File: src/rtl/uart_pkg.sv
// Shared definitions for the FIFO-fed UART transmitter.
//   state_t    : transmitter FSM state encoding
//   DATA_BITS  : data bits per frame (8N1)
//   STOP_BITS  : stop bits per frame
package uart_pkg;

    typedef enum logic [2:0] {
        ST_IDLE  = 3'd0,
        ST_REQ   = 3'd1,
        ST_LOAD  = 3'd2,
        ST_START = 3'd3,
        ST_DATA  = 3'd4,
        ST_STOP  = 3'd5
    } state_t;

    localparam int DATA_BITS = 8;
    localparam int STOP_BITS = 1;

endpackage

File: src/rtl/baud_counter.sv
// Bit-period counter for the UART transmitter.
// Counts 0..CLKS_PER_BIT-1 while enabled and flags the last cycle of each
// bit period with a one-cycle tick. A clear forces the count back to 0.
//   clk, rst : system clock, async active-high reset
//   clear    : restart the bit period (count -> 0)
//   enable   : advance the count this cycle
//   tick     : high on the final cycle of a bit period
module baud_counter #(
    parameter int CLKS_PER_BIT = 16
) (
    input  logic clk,
    input  logic rst,
    input  logic clear,
    input  logic enable,
    output logic tick
);

    localparam int CNT_W = $clog2(CLKS_PER_BIT);
    localparam logic [CNT_W-1:0] LAST = CNT_W'(CLKS_PER_BIT - 1);

    logic [CNT_W-1:0] r_count;

    always_ff @(posedge clk or posedge rst) begin
        if (rst) begin
            r_count <= '0;
        end else if (clear) begin
            r_count <= '0;
        end else if (enable) begin
            if (r_count == LAST) begin
                r_count <= '0;
            end else begin
                r_count <= r_count + 1'b1;
            end
        end
    end

    // Not gated by clear: clear is derived from the FSM next state, which
    // itself depends on tick.
    assign tick = enable && (r_count == LAST);

endmodule

File: src/rtl/fifo_uart_tx.sv
// 8N1 UART transmitter that pulls bytes from an upstream FIFO.
//   clk, rst     : system clock, async active-high reset
//   enable       : allows a new frame to start (checked in IDLE / end of STOP)
//   fifo_empty   : upstream FIFO empty flag
//   fifo_data    : upstream FIFO read data, valid the cycle after fifo_rd_en
//   fifo_rd_en   : one-cycle read strobe per frame
//   tx           : serial output, idle high, LSB first
//   busy         : high whenever not IDLE
//   frames_sent  : completed frame count, wraps at 256
//
// state | meaning
// IDLE  | line idle high, waiting for enable with data available
// REQ   | read strobe to FIFO (single cycle)
// LOAD  | FIFO data becomes valid; captured into shift register at exit
// START | start bit (tx=0) for one bit period
// DATA  | shift register LSB on tx, 8 bit periods
// STOP  | stop bit (tx=1); frame counted on its last cycle
module fifo_uart_tx
    import uart_pkg::*;
#(
    parameter int CLKS_PER_BIT = 16
) (
    input  logic       clk,
    input  logic       rst,
    input  logic       enable,
    input  logic       fifo_empty,
    input  logic [7:0] fifo_data,
    output logic       fifo_rd_en,
    output logic       tx,
    output logic       busy,
    output logic [7:0] frames_sent
);

    state_t                 r_state;
    state_t                 w_next;
    logic [DATA_BITS-1:0]   r_shift;
    logic [2:0]             r_bit_idx;
    logic                   w_tick;
    logic                   w_cnt_en;
    logic                   w_clear;
    logic                   w_can_start;

    assign w_can_start = enable && !fifo_empty;
    assign w_clear     = (w_next != r_state);

    baud_counter #(
        .CLKS_PER_BIT(CLKS_PER_BIT)
    ) u_baud (
        .clk    (clk),
        .rst    (rst),
        .clear  (w_clear),
        .enable (w_cnt_en),
        .tick   (w_tick)
    );

    always_comb begin
        w_next     = r_state;
        fifo_rd_en = 1'b0;
        tx         = 1'b1;
        busy       = 1'b1;
        w_cnt_en   = 1'b0;
        case (r_state)
            ST_IDLE: begin
                busy = 1'b0;
                if (w_can_start) w_next = ST_REQ;
            end
            ST_REQ: begin
                fifo_rd_en = 1'b1;
                w_next     = ST_LOAD;
            end
            ST_LOAD: begin
                w_next = ST_START;
            end
            ST_START: begin
                tx       = 1'b0;
                w_cnt_en = 1'b1;
                if (w_tick) w_next = ST_DATA;
            end
            ST_DATA: begin
                tx       = r_shift[0];
                w_cnt_en = 1'b1;
                if (w_tick && (r_bit_idx == 3'(DATA_BITS - 1))) w_next = ST_STOP;
            end
            ST_STOP: begin
                w_cnt_en = 1'b1;
                if (w_tick && (r_bit_idx == 3'(STOP_BITS - 1))) begin
                    w_next = w_can_start ? ST_REQ : ST_IDLE;
                end
            end
            default: begin
                w_next = ST_IDLE;
            end
        endcase
    end

    always_ff @(posedge clk or posedge rst) begin
        if (rst) begin
            r_state     <= ST_IDLE;
            r_shift     <= '0;
            r_bit_idx   <= '0;
            frames_sent <= '0;
        end else begin
            r_state <= w_next;

            if (r_state == ST_LOAD) begin
                r_shift <= fifo_data;
            end else if ((r_state == ST_DATA) && w_tick) begin
                r_shift <= r_shift >> 1;
            end

            // Bit index counts periods within DATA and within STOP.
            if (w_clear) begin
                r_bit_idx <= '0;
            end else if (w_tick) begin
                r_bit_idx <= r_bit_idx + 1'b1;
            end

            if ((r_state == ST_STOP) && w_clear) begin
                frames_sent <= frames_sent + 1'b1;
            end
        end
    end

endmodule

File: config.mk
export PLATFORM = sky130hd
export DESIGN_NAME = fifo_uart_tx
export DESIGN_NICKNAME = d
export VERILOG_FILES = /design/src/rtl/uart_pkg.sv /design/src/rtl/baud_counter.sv /design/src/rtl/fifo_uart_tx.sv
export SDC_FILE = /design/constraint.sdc
export NUM_CORES = 1
export LEC_CHECK = 0
export ABC_AREA = 1
export ABC_CLOCK_PERIOD_IN_PS = 4970
export CAP_MARGIN = 15
export CORE_UTILIZATION = 30
export CTS_BUF_LIST = sky130_fd_sc_hd__clkbuf_8
export CTS_CLUSTER_SIZE = 14
export DETAILED_ROUTE_END_ITERATION = 16
export MAX_ROUTING_LAYER = met4
export SYNTH_ARGS = -nofsm -noshare
export SYNTH_HDL_FRONTEND = slang
export SYNTH_HIERARCHICAL = 1
export SYNTH_SLANG_ARGS = --single-unit
File: constraint.sdc
create_clock -name clk -period 4.97 [get_ports clk]
set_input_delay 0.7455 -clock clk [delete_from_list [all_inputs] [get_ports clk]]
set_output_delay 0.7455 -clock clk [all_outputs]
set_load 0.05 [all_outputs]
* After elaboration in Yosys (flattened, before gate mapping)
Cells that the tools add are included.
Word-level totals: bits of input ports 12, flip-flop bits (word level) 26, logic and storage cells 46, output and inout port bits 11
Operators by class: muxes and demuxes 17, add/subtract/negate cells 3, eq/ne operators 8, reduce and logical (&&, ||, !) cells 13
Operators by type and width (count):
- 3-bit two-way mux | 6
- 3-bit case mux with 6 select lines | 1
- 8-bit two-way mux | 2
- 4-bit two-way mux | 3
- 3-bit equality test, second input constant | 3
- 8-bit by 1-bit adder with 8-bit output, second input constant | 1
- 3-bit by 2-bit equality test with 1-bit output, second input constant | 2
- 1-bit logical AND | 6
- 3-bit zero test | 2
- 2-bit nonzero test | 3
- 4-bit by 1-bit adder with 4-bit output, second input constant | 1
- 4-bit equality test, second input constant | 1
- 1-bit two-way mux | 4
- 3-bit by 1-bit adder with 3-bit output, second input constant | 1
- 3-bit by 1-bit equality test with 1-bit output, second input constant | 1
- 3-bit != test | 1
- 3-bit OR reduction | 1
- 1-bit case mux with 2 select lines | 1
- 1-bit zero test | 1

* Logic depth before layout (Yosys ltp)
word-level depth 9, gate-level depth with buffers 16, mapped depth without buffers 16

* Modules after synthesis
The synthesis kept the hierarchy.
By module, submodules not included:
- fifo_uart_tx | cells each 152, times used 1, seq. area each 550.5 um^2, area each 1266.2 um^2
- baud_counter | cells each 27, times used 1, seq. area each 100.1 um^2, area each 227.7 um^2

* Worst setup path before layout
Ideal clock, no wire load.
kind flip-flop to flip-flop, start point register r_state[2], end point register u_baud.r_count[1], buffers on the path 1, arrival time 2.124 ns, cell stages (with the launch flop) 13, path slack 2.725 ns, data required time 4.849 ns, library setup time 0.121 ns, clock period less this slack 2.245 ns, cell sequence dfrtp_1 -> buf_2 -> o21ai_0 -> inv_2 -> nor2_1 -> nand3_1 -> inv_1 -> nand2_1 -> nand4_2 -> nand2_1 -> nand2_2 -> nor2_1 -> a22o_1
On the way: cells in the longest elaborated chain, start to end 9, elaborated cells on any way between the ends 19, those cells by class eq/ne: 6; mux: 7; reduce/logical: 6
RTL lines:
- from (decl) | RTL line fifo_uart_tx.sv:34 | state_t r_state;
- from (signal assigned) | RTL line fifo_uart_tx.sv:103 | r_state <= w_next;
- 3-bit equality test / 3-bit by 2-bit equality test with 1-bit output (equally long branches) | RTL line fifo_uart_tx.sv:62 | case (r_state)
- 3-bit OR reduction (no source line) *
- 1-bit two-way mux * | RTL line fifo_uart_tx.sv:62
- net w_cnt_en | RTL line fifo_uart_tx.sv:39 | logic w_cnt_en;
- 1-bit logical AND * | RTL line baud_counter.sv:39 | assign tick = enable && (r_count == LAST);
- net w_tick | RTL line fifo_uart_tx.sv:38 | logic w_tick;
- 1-bit logical AND (on tied branches) | RTL line fifo_uart_tx.sv:86, fifo_uart_tx.sv:82
- 3-bit two-way mux (on tied branches) | RTL line fifo_uart_tx.sv:86, fifo_uart_tx.sv:82
- 3-bit case mux with 6 select lines * | RTL line fifo_uart_tx.sv:62
- net w_next[0] | RTL line fifo_uart_tx.sv:35 | state_t w_next;
- 3-bit != test * | RTL line fifo_uart_tx.sv:44 | assign w_clear = (w_next != r_state);
- net w_clear | RTL line fifo_uart_tx.sv:40 | logic w_clear;
- 4-bit two-way mux / 2-bit nonzero test (equally long branches)
- to (signal assigned) | RTL line baud_counter.sv:32 | r_count <= r_count + 1'b1;
- to (decl) | RTL line baud_counter.sv:21 | logic [CNT_W-1:0] r_count;
Mark *: on every way through the listed nets, which the timed path passes. The rest lies on a longest branch. A chain may end at the register's enable or synchronous reset.

* Worst setup path after layout
start point register r_state[0], end point output tx
On the way: cells in the longest elaborated chain, start to end 2, elaborated cells on any way between the ends 3, those cells by class eq/ne: 2; mux: 1
RTL lines:
- 3-bit equality test / 3-bit by 2-bit equality test with 1-bit output (equally long branches) | RTL line fifo_uart_tx.sv:62
- 1-bit case mux with 2 select lines * | RTL line fifo_uart_tx.sv:62
- to (decl) | RTL line fifo_uart_tx.sv:29 | output logic tx,
Every way passes the cells marked *; elsewhere a longest branch is shown, timed or not.

==> impl_metrics.ini <==
[final_layout]
syn_to_final_growth_pct = 22.2
diodes = 0
finalNonFillerCells = 269
fill_cells = 490
fin_nets = 220
finalInstanceArea_um2 = 1830
drive_gt1_frac = 0.139

[global_routing]
grt_pass1_wl_um = 4860
grt_overflow_total = 0
grt_usage = 0.126
grt_pass1_vias = 1135
grt_max_degree = 23
antenna_found_initial = 0

[cts]
root_buffer = clkbuf_8
cts.path.max_buffers = 2
postCtsHoldBufs = 0
clkTransAtPathRegs_ns = 0.09
ctsResizeCount = 0
clock_sinks = 26
clk_latency_ns = 0.27
htree_levels = 1
cts_tree = yes
cts_made_buffers = 3
cts_setup_buffers = 0

[synthesis]
netlist_area_um2 = 1490
synth_most_common_cell = nand2_1
ys_seq_elements = 26
synth_area_leaders = dfrtp_1 44%, nand2_1 10%, inv_1 6.3%, nand3_1 4.7%, ha_1 4.2%
synth_cell_types = 31
syn_inst = 179
yosysSeqAreaShare = 0.436
syn-mean-instance-area_um2 = 8.35
async_flop_share = 1.00
synth_edf_count = 0
synth_largest_area_cell = dfrtp_1
yosys_warnings = 6
ys_dominant_reg_cell = dfrtp_1
synth_commonest_cells = 41 x nand2_1, 26 x dfrtp_1, 25 x inv_1
yosysTopAreaCellShare = 0.436
synth_nets = 196

[routing]
first_pass_iters = 4
post_drt_wl_per_cell_um = 10.2
drc = 0
drt_iter0_markers = 52
routed_wl_um = 2730
postRouteAntennaNets = 0
vias = 1178
avgViaCountPerCell = 4.38

[job]
cap_violations = 0

[power_and_ir_drop]
power_density_nw_per_um2 = 204
ir_worst_vdd_v = 0.0000889
leakagePower_uw = 0.000852

[critical_path]
timing.critical_path.mode_cell = nor2_1
worstPathRequired_ns = 4.22
path_cells = nor2_1 > nand2_1 > nor2_1 > a21oi_1 > clkdlybuf4s50_1
cp-start-kind = flip-flop
path_class = flip-flop to output pin
arrival_ns = 2.09
slowest_delay_ns = 0.83
crit_family = buffers and inverters
cp_max_fo = 8
critPathSlowestCell = clkdlybuf4s50_1
ff2ff_setup_slack_ns = 2.26
crit_buf_inv = 1
cp-end-kind = output pin

[sta]
setup_viol = 0
hold_viol = 0
worst_slack_ns = 2.13
hold_ws_ns = 0.498
fin_crit_sh = 0.571
timing.fmax_ghz = 0.352
worstMarginPinSlew_ns = 0.870
finalMaxSlewViolations = 0
finalCriticalPeriod_ns = 2.84
maxSlewHeadroom = 0.419
rsz0062_at_grt = false
setup_tns_ns = 0
finalClockSkew_ns = 0.00722

[placed_design]
hpwlAfterDp_um = 2070
gp_congestion = 0.891
io_buffers = 22
placed_area_um2 = 1770
place_inst = 265
place_ws_ns = 2.36

[floorplanning]
start_util = 0.314
coreArea_um2 = 4750
io_pins = 23
die_y_um = 72.6
rows = 25
die_area_um2 = 5270
die_w_um = 72.6

[min_path]
hold_path_class = flip-flop to flip-flop

[outcome]
status = complete, no violations
-- cells in the final DEF (no fill, tap or decap), types with 3 or more instances in the layout --
master,count
nand3_1,14
xnor2_1,5
nand2_1,41
inv_1,25
clkdlybuf4s50_1,22
o21ai_0,5
inv_2,4
nor2_1,12
nand4_1,5
o21ai_2,7
ha_1,5
dfrtp_1,26
a21oi_1,3
clkbuf_8,4
nand2_2,7
-- cell families (layout without fill, tap and decap cells) --
kind of cell,Yosys count,in the layout,synth area share
buf+inv,32,55,0.0913
compound gates,22,22,0.103
simple gates,87,87,0.287
fa+ha+maj,5,5,0.0419
flops,26,26,0.436
xor+xnor,7,7,0.0410
-- sequential cells by signal (all words and copies together) (netlist names) --
register	count
frames_sent	8
u_baud/r_count	4
r_state	3
r_shift	8
r_bit_idx	3
-- layer usage --
metal  part of all wire  vias up  track usage  wire length (um)
met5                  0        -            -                 0
met4              0.026        0       0.0719                72
met3              0.035        5       0.0222                95
met2               0.42       30        0.183              1150
met1               0.52      523        0.165              1410
li1                   -      620            -                 -
-- stage by stage --
step | power (uW) | util
floorplan | 227 | -
global placement | 240 | 0.372
detailed placement | 239 | 0.372
CTS | 378 | 0.384
global route | 388 | 0.384
finish | 372 | 0.384
-- path summary, 6_finish.rpt --
check | startpoint | end | cells past startpoint
worst max-delay path | r_state[0]$_DFF_PP0_ | tx | 5
max in group asynchronous | rst | frames_sent[7]$_DFFE_PP0P_ | 2
worst max register to register | r_state[0]$_DFF_PP0_ | u_baud/r_count[3]$_DFFE_PP0P_ | 14
worst min register to register | r_shift[0]$_DFFE_PP0P_ | r_shift[0]$_DFFE_PP0P_ | 2
min in group asynchronous | rst | u_baud/r_count[0]$_DFFE_PP0P_ | 2
worst min-delay path | r_shift[0]$_DFFE_PP0P_ | r_shift[0]$_DFFE_PP0P_ | 2
-- worst register-to-register path, cell delays in order, from the launching register on --
cell and delay (ns):
dfrtp_1 0.51, nand2_1 0.08, o21ai_0 0.42, inv_2 0.11, nor2_1 0.38, nand3_1 0.18, o21ai_0 0.22, nand4_2 0.13
nand2_1 0.09, nand2_2 0.11, nor2_4 0.14, nand2_2 0.07, nor2_1 0.10, nand2_1 0.06, nand2_1 0.06
-- where the power goes --
| group | total (uW) | internal, uW | switching (uW) |
|---|---|---|---|
| logic | 18.9 | 10.1 | 8.84 |
| clock network | 138 | 70.9 | 66.8 |
| registers | 216 | 214 | 1.51 |
| total | 372 | 295 | 77.1 |
-- layout make-up --
| class | count | area, um2 | share of cell area |
|---|---|---|---|
| clock buffer | 4 | 55.1 | 0.0302 |
| multi-input combinational | 121 | 707 | 0.387 |
| inverter | 29 | 109 | 0.0596 |
| tap | 67 | 83.8 | 0.0459 |
| sequential | 26 | 651 | 0.356 |
| timing repair buffer | 22 | 220 | 0.121 |
No activity file was read; power rests on OpenSTA's default activity.
